==> src/rtl/pipe_pkg.sv <==
// Shared pipeline types: ID/EX control bundle, its NOP encoding and the stall-watchdog states.
package pipe_pkg;

  localparam int ALUOP_W = 4;
  localparam logic [ALUOP_W-1:0] ALUOP_NOP = 4'd0;

  typedef struct packed {
    logic               regwrite;
    logic [4:0]         wbregnum;
    logic               hiwrite;
    logic               lowrite;
    logic               memread;
    logic               memwrite;
    logic [ALUOP_W-1:0] aluop;
  } idex_ctrl_t;

  localparam idex_ctrl_t IDEX_NOP = '{
    regwrite: 1'b0,
    wbregnum: 5'd0,
    hiwrite:  1'b0,
    lowrite:  1'b0,
    memread:  1'b0,
    memwrite: 1'b0,
    aluop:    ALUOP_NOP
  };

  typedef enum logic [1:0] {
    RUN   = 2'd0,
    STALL = 2'd1,
    HUNG  = 2'd2
  } stall_st_t;

endpackage

==> src/rtl/stall_watchdog.sv <==
// Observes bubble cycles: saturating bubble count plus a sticky flag when a stall
// lasts MAX_STALL consecutive cycles. Has no effect on pipeline control.
module stall_watchdog
  import pipe_pkg::*;
#(
  parameter int CNT_W     = 16,
  parameter int MAX_STALL = 4
) (
  input  logic             clk,
  input  logic             rst,
  input  logic             bubble,
  output logic [CNT_W-1:0] stall_cnt,
  output logic             stall_err
);

  localparam int CONS_W = $clog2(MAX_STALL) + 1;
  localparam logic [CONS_W-1:0] CONS_LAST = CONS_W'(MAX_STALL - 1);

  stall_st_t          state_r;
  logic [CONS_W-1:0]  consec_r;
  logic [CNT_W-1:0]   stall_cnt_r;
  logic               stall_err_r;

  // Stall FSM with consecutive-bubble counter; HUNG is absorbing until reset.
  always_ff @(posedge clk or posedge rst) begin
    if (rst) begin
      state_r     <= RUN;
      consec_r    <= {CONS_W{1'b0}};
      stall_err_r <= 1'b0;
    end else begin
      case (state_r)
        RUN: begin
          if (bubble) begin
            state_r  <= STALL;
            consec_r <= CONS_W'(1);
          end else begin
            consec_r <= {CONS_W{1'b0}};
          end
        end
        STALL: begin
          if (bubble) begin
            if (consec_r == CONS_LAST) begin
              state_r     <= HUNG;
              stall_err_r <= 1'b1;
            end else begin
              consec_r <= consec_r + CONS_W'(1);
            end
          end else begin
            state_r  <= RUN;
            consec_r <= {CONS_W{1'b0}};
          end
        end
        HUNG: begin
          state_r <= HUNG;
        end
        default: begin
          state_r  <= RUN;
          consec_r <= {CONS_W{1'b0}};
        end
      endcase
    end
  end

  // Saturating count of every bubble cycle.
  always_ff @(posedge clk or posedge rst) begin
    if (rst) begin
      stall_cnt_r <= {CNT_W{1'b0}};
    end else if (bubble && (stall_cnt_r != {CNT_W{1'b1}})) begin
      stall_cnt_r <= stall_cnt_r + CNT_W'(1);
    end else begin
      stall_cnt_r <= stall_cnt_r;
    end
  end

  assign stall_cnt = stall_cnt_r;
  assign stall_err = stall_err_r;

endmodule

==> src/rtl/id_ex_stall_reg.sv <==
// ID/EX pipeline register: freezes PC and IF/ID on a data hazard and injects a NOP
// into EX; flush kills the ID instruction. Write controls feed back to the hazard detector.
module id_ex_stall_reg
  import pipe_pkg::*;
#(
  parameter int ALUOP_W   = 4,
  parameter int CNT_W     = 16,
  parameter int MAX_STALL = 4
) (
  input  logic               clk,
  input  logic               rst,
  input  logic               bb_data,
  input  logic               flush,
  input  logic               id_valid,
  input  logic               regwrite_id,
  input  logic [4:0]         wbregnum_id,
  input  logic               hiwrite_id,
  input  logic               lowrite_id,
  input  logic               memread_id,
  input  logic               memwrite_id,
  input  logic [ALUOP_W-1:0] aluop_id,
  input  logic [31:0]        pc_id,
  input  logic [31:0]        rs_val_id,
  input  logic [31:0]        rt_val_id,
  input  logic [31:0]        imm_id,
  output logic               pc_we,
  output logic               ifid_we,
  output logic               ex_valid,
  output logic               regwrite_ex,
  output logic [4:0]         wbregnum_ex,
  output logic               hiwrite_ex,
  output logic               lowrite_ex,
  output logic               memread_ex,
  output logic               memwrite_ex,
  output logic [ALUOP_W-1:0] aluop_ex,
  output logic [31:0]        pc_ex,
  output logic [31:0]        rs_val_ex,
  output logic [31:0]        rt_val_ex,
  output logic [31:0]        imm_ex,
  output logic [CNT_W-1:0]   stall_cnt,
  output logic               stall_err
);

  logic       bubble_s;
  logic       kill_s;
  idex_ctrl_t adv_ctrl_s;
  idex_ctrl_t ctrl_r;
  logic       ex_valid_r;
  logic [31:0] pc_r, rs_val_r, rt_val_r, imm_r;

  // flush outranks the hazard, so a killed instruction never counts as a stall.
  assign bubble_s = bb_data & id_valid & ~flush;
  assign kill_s   = flush;
  assign pc_we    = ~bubble_s;
  assign ifid_we  = ~bubble_s;

  // Control bundle for a normal advance; r0 writes are dropped so the detector never stalls on $zero.
  always_comb begin
    adv_ctrl_s          = IDEX_NOP;
    adv_ctrl_s.regwrite = regwrite_id & id_valid & (wbregnum_id != 5'd0);
    adv_ctrl_s.wbregnum = wbregnum_id;
    adv_ctrl_s.hiwrite  = hiwrite_id & id_valid;
    adv_ctrl_s.lowrite  = lowrite_id & id_valid;
    adv_ctrl_s.memread  = memread_id & id_valid;
    adv_ctrl_s.memwrite = memwrite_id & id_valid;
    adv_ctrl_s.aluop    = aluop_id[ALUOP_W-1:0];
  end

  // ID/EX register: kill or bubble loads a NOP and leaves operands untouched.
  always_ff @(posedge clk or posedge rst) begin
    if (rst) begin
      ctrl_r     <= IDEX_NOP;
      ex_valid_r <= 1'b0;
      pc_r       <= 32'd0;
      rs_val_r   <= 32'd0;
      rt_val_r   <= 32'd0;
      imm_r      <= 32'd0;
    end else if (kill_s || bubble_s) begin
      ctrl_r     <= IDEX_NOP;
      ex_valid_r <= 1'b0;
    end else begin
      ctrl_r     <= adv_ctrl_s;
      ex_valid_r <= id_valid;
      pc_r       <= pc_id;
      rs_val_r   <= rs_val_id;
      rt_val_r   <= rt_val_id;
      imm_r      <= imm_id;
    end
  end

  assign ex_valid    = ex_valid_r;
  assign regwrite_ex = ctrl_r.regwrite;
  assign wbregnum_ex = ctrl_r.wbregnum;
  assign hiwrite_ex  = ctrl_r.hiwrite;
  assign lowrite_ex  = ctrl_r.lowrite;
  assign memread_ex  = ctrl_r.memread;
  assign memwrite_ex = ctrl_r.memwrite;
  assign aluop_ex    = ctrl_r.aluop;
  assign pc_ex       = pc_r;
  assign rs_val_ex   = rs_val_r;
  assign rt_val_ex   = rt_val_r;
  assign imm_ex      = imm_r;

  stall_watchdog #(
    .CNT_W     (CNT_W),
    .MAX_STALL (MAX_STALL)
  ) u_watchdog (
    .clk       (clk),
    .rst       (rst),
    .bubble    (bubble_s),
    .stall_cnt (stall_cnt),
    .stall_err (stall_err)
  );

endmodule

==> config.mk <==
export PLATFORM = sky130hd
export DESIGN_NAME = id_ex_stall_reg
export DESIGN_NICKNAME = d
export VERILOG_FILES = /design/src/rtl/pipe_pkg.sv /design/src/rtl/stall_watchdog.sv /design/src/rtl/id_ex_stall_reg.sv
export SDC_FILE = /design/constraint.sdc
export NUM_CORES = 1
export LEC_CHECK = 0
export CORE_UTILIZATION = 45
export DETAILED_ROUTE_END_ITERATION = 16
export PLACE_DENSITY_LB_ADDON = 0.3
export SKIP_CTS_REPAIR_TIMING = 1
export SLEW_MARGIN = 20
export SYNTH_ARGS = -nofsm -noshare
export SYNTH_HDL_FRONTEND = slang
export SYNTH_HIERARCHICAL = 1
export SYNTH_SLANG_ARGS = --single-unit
==> constraint.sdc <==
create_clock -name clk -period 6.8 [get_ports clk]
set_input_delay 0.68 -clock clk [delete_from_list [all_inputs] [get_ports clk]]
set_output_delay 0.68 -clock clk [all_outputs]
set_load 0.1 [all_outputs]
==> results.txt <==
The flow ran to the end, and the final reports show no timing, DRC or antenna violations. The synthesized netlist devotes 1.50% of its cell area to XOR and XNOR gates. Once layout is complete, the cells apart from fillers number 914. The detail route stage leaves a number of antenna-violating nets equal to 0. On the final layout, the worst clock skew is 7.25 ps. The number of input and output port buffers inserted is 308. Detailed placement finished with a half-perimeter wire length of 12,600 um. Total CTS buffers: 17.

Largest family of logic cells by synthesized area: multiplexers. Yosys mapped a number of flops with a built-in enable equal to 0. At the end of the flow, the number of nets in the layout was 865. The first global-routing pass estimated 27,800 um of wire.

The via count of the first global-routing pass is 4,859. The number of pins with negative max-slew slack in the final report is 0, and the number of filler cells placed in the layout is 1,045. The die covers 16,000 um^2.

From synthesis to final layout, the design area changed by 52.1%. Cells with a size suffix above 1 make up 22.9% of the layout. The clock sink count is 165, and the instance count of the mapped netlist is 404. The fraction of the mapped netlist area in compound gates is 1.88%, and the multiplexer share of the synthesized area is 27.4%.

The worst path in the final design needs a cycle of 3260 ps, including I/O delays and setup. In the final routed layout, each cell accounts on average for 19.3 um. Yosys printed 6 warnings. The floorplan core area is 15,200 um^2. STA classifies the critical path endpoint as a primary output. Of all nets on the critical path, the largest fanout is 3.

The logs give 0 for the number of maximum-capacitance constraint violations and 0.00471 uW for the leakage power. Final setup TNS: 0 ps. The final route contains 4,494 vias.

In this run the number of H-tree levels came out at 4. The synthesized netlist contains 42 unique library cells. IR analysis of the VDD net gives a maximum drop of 0.000196 V. For this configuration, the core starts out at a cell density of 45.9%. The buffer depth of the longest clock path is 2, and the count of standard-cell rows is 45. In this run the cell area of the synthesized design comes to 6980 um^2.

TritonCTS built the clock tree. The worst path uses 47.9% of the clock period. 0 antenna diodes ended up in the layout. The tools report the fmax as 0.307 GHz.

The tools report the final weighted congestion of routability-driven global placement as 0.784. The later pin in the worst-skew pair is clocked with a latency of 430 ps. The clock tree root driver cell is sky130_fd_sc_hd__clkbuf_16. The chip width came out at 127 um.

The die is 127 um tall. Dividing total power by cell area gives a power density of 346 nW/um^2. In this run the worst setup path begins at flush. The share of the Yosys chip area taken by registers is 59.1%. Entering global routing, the biggest net connects 138 pins. Slew at the pin with the worst max-slew slack: 1110 ps. The initial antenna violation count was 0; the total global routing track utilization was 23.0%. Setup repair after global routing left no endpoint under its margin. The total overflow left after global routing is 0.

The startpoint type of the worst setup path is a primary input. In this run the critical register-to-register path is launched from u_watchdog/stall_cnt[12]. When the netlist entered floorplanning its net count stood at 554. The first detailed-routing pass took 4 iterations.

The tightest hold path in the finished design has a slack of 476 ps. After synthesis, the mean cell area works out to 17.3 um^2. Counting flops and latches in the post-synthesis netlist gives 165. The number of setup violations in the final report is 0. Kind of path behind the tightest hold check: reg2reg.

The number of DRC markers after the initial detailed-route iteration is 214, and the total power draw is 3670 uW. For this run, asynchronously set or reset flops after synthesis account for 100%. The number of placed instances with taps included came out at 884. The required time reported for the critical path endpoint was 6120 ps; the average vias per placed instance was 4.92. By startpoint and endpoint, the worst setup path is classified as in2out. The clock edge transition at the registers on the reported setup and hold paths came out at 60 ps. The post-route core utilization was 69.9%. The tools report the total wirelength of the detailed-routed design as 17,600 um. Data on the critical path arrives at its endpoint at 2580 ps. Measured against its own limit, the worst slew margin works out to 26.0%. For the number of hold violations in the final report, the log shows 0.

The top flip-flop cell by instance count after synthesis was sky130_fd_sc_hd__dfrtp_1. Fraction of the mapped netlist area in simple logic gates: 4.77%. Number of design rule violations left after detail routing: 0. The startpoint identified for the worst hold timing path is u_watchdog/stall_err. The synthesized netlist devotes 0.537% of its cell area to adder and majority cells. The count of boundary I/O pins was 309.
## cells by family after synthesis
kind of cell,Yosys count
xor gates and xnor gates,12
buffers and inverters,24
muxes,130
and+or+nand+nor,52
DFF,165
AOI/OAI and AO/OA,18
adders and majority gates,3
## metal layers
| metal | part of all wire [%] | GRT usage, % | up-vias |
|---|---|---|---|
| met5 | 0 | 0 | - |
| met4 | 2.0 | 8.36 | 0 |
| met3 | 6.7 | 7.38 | 26 |
| met2 | 52 | 40.0 | 181 |
| met1 | 40 | 26.6 | 2251 |
| li1 | - | - | 2036 |
## synth_stat cells, drive strengths merged (2+ instances only)
cell	count	area (um^2)
xor2	2	17.5
buf	18	313
nand4	6	50.0
and4	2	17.5
ha	3	37.5
nor2	5	18.8
nand3	6	42.5
a311oi	2	23.8
xnor2	10	87.6
dfrtp	165	4130
and3	3	20.0
mux2	129	1900
nor3	2	10.0
o21ai	3	18.8
nand2	8	30.0
and2	13	81.3
a21oi	6	33.8
inv	6	22.5
nand3b	2	15.0
## metrics by stage
| stage | setup slack (ps) | area (um^2) |
|---|---|---|
| after CTS | 3530 | 10600 |
| after floorplan | 2280 | 6980 |
| final | 3540 | 10600 |
| after global placement | 3570 | 10000 |
| after global routing | 3500 | 10600 |
| after detailed placement | 3540 | 10000 |
## report_power, final
part	internal (uW)	switching, uW
logic	434	1080
clock network	591	376
registers	1100	83.6
## cell usage in the layout (no fill, tap or decap), types with 4 or more instances in the layout
| master | netlist | layout |
|---|---|---|
| sky130_fd_sc_hd__clkdlybuf4s50_1 | 0 | 308 |
| sky130_fd_sc_hd__dfrtp_1 | 165 | 165 |
| sky130_fd_sc_hd__mux2_4 | 120 | 120 |
| sky130_fd_sc_hd__clkbuf_16 | 0 | 17 |
| sky130_fd_sc_hd__and2_1 | 13 | 13 |
| sky130_fd_sc_hd__xnor2_1 | 10 | 10 |
| sky130_fd_sc_hd__nand2_1 | 8 | 8 |
| sky130_fd_sc_hd__mux2_2 | 7 | 7 |
| sky130_fd_sc_hd__inv_1 | 6 | 5 |
| sky130_fd_sc_hd__nand3_1 | 5 | 5 |
| sky130_fd_sc_hd__a21oi_1 | 5 | 5 |
| sky130_fd_sc_hd__nor2_1 | 5 | 5 |
| sky130_fd_sc_hd__nand4_1 | 4 | 4 |
## final timing paths
| kind | end | slack, ps | cells past startpoint |
|---|---|---|---|
| max | ifid_we | 3540 | 3 |
| min | u_watchdog/stall_err | 480 | 1 |
| max reg2reg | u_watchdog/stall_cnt[1] | 5010 | 4 |
| min reg2reg | u_watchdog/stall_err | 480 | 1 |
| max in group asynchronous | rs_val_ex[27] | 4950 | 3 |
| min in group asynchronous | hiwrite_ex | 710 | 2 |
## critical path: stages
cell and delay [ps]:
sky130_fd_sc_hd__clkdlybuf4s50_1 540, sky130_fd_sc_hd__nand3b_1 190, sky130_fd_sc_hd__clkdlybuf4s50_1 1160
## flip-flops by register name (all words and copies together) (netlist names)
register,count
u_watchdog/stall_err,1
memread_ex,1
regwrite_ex,1
pc_ex,32
u_watchdog/state_r,2
aluop_ex,4
rt_val_ex,32
rs_val_ex,32
imm_ex,32
memwrite_ex,1
wbregnum_ex,5
u_watchdog/consec_r,3
lowrite_ex,1
hiwrite_ex,1
ex_valid,1
u_watchdog/stall_cnt,16
## layout make-up
cell class	instances	area [um^2]	area share [%]
Multi-Input combinational cell	215	2530	23.8
Clock buffer	21	460	4.33
Clock inverter	9	129	1.21
Tap cell	188	235	2.21
Inverter	6	27.5	0.259
Sequential cell	165	4130	38.9
Timing Repair Buffer	310	3110	29.3
Note: power is estimated with default switching activity, not from simulation.
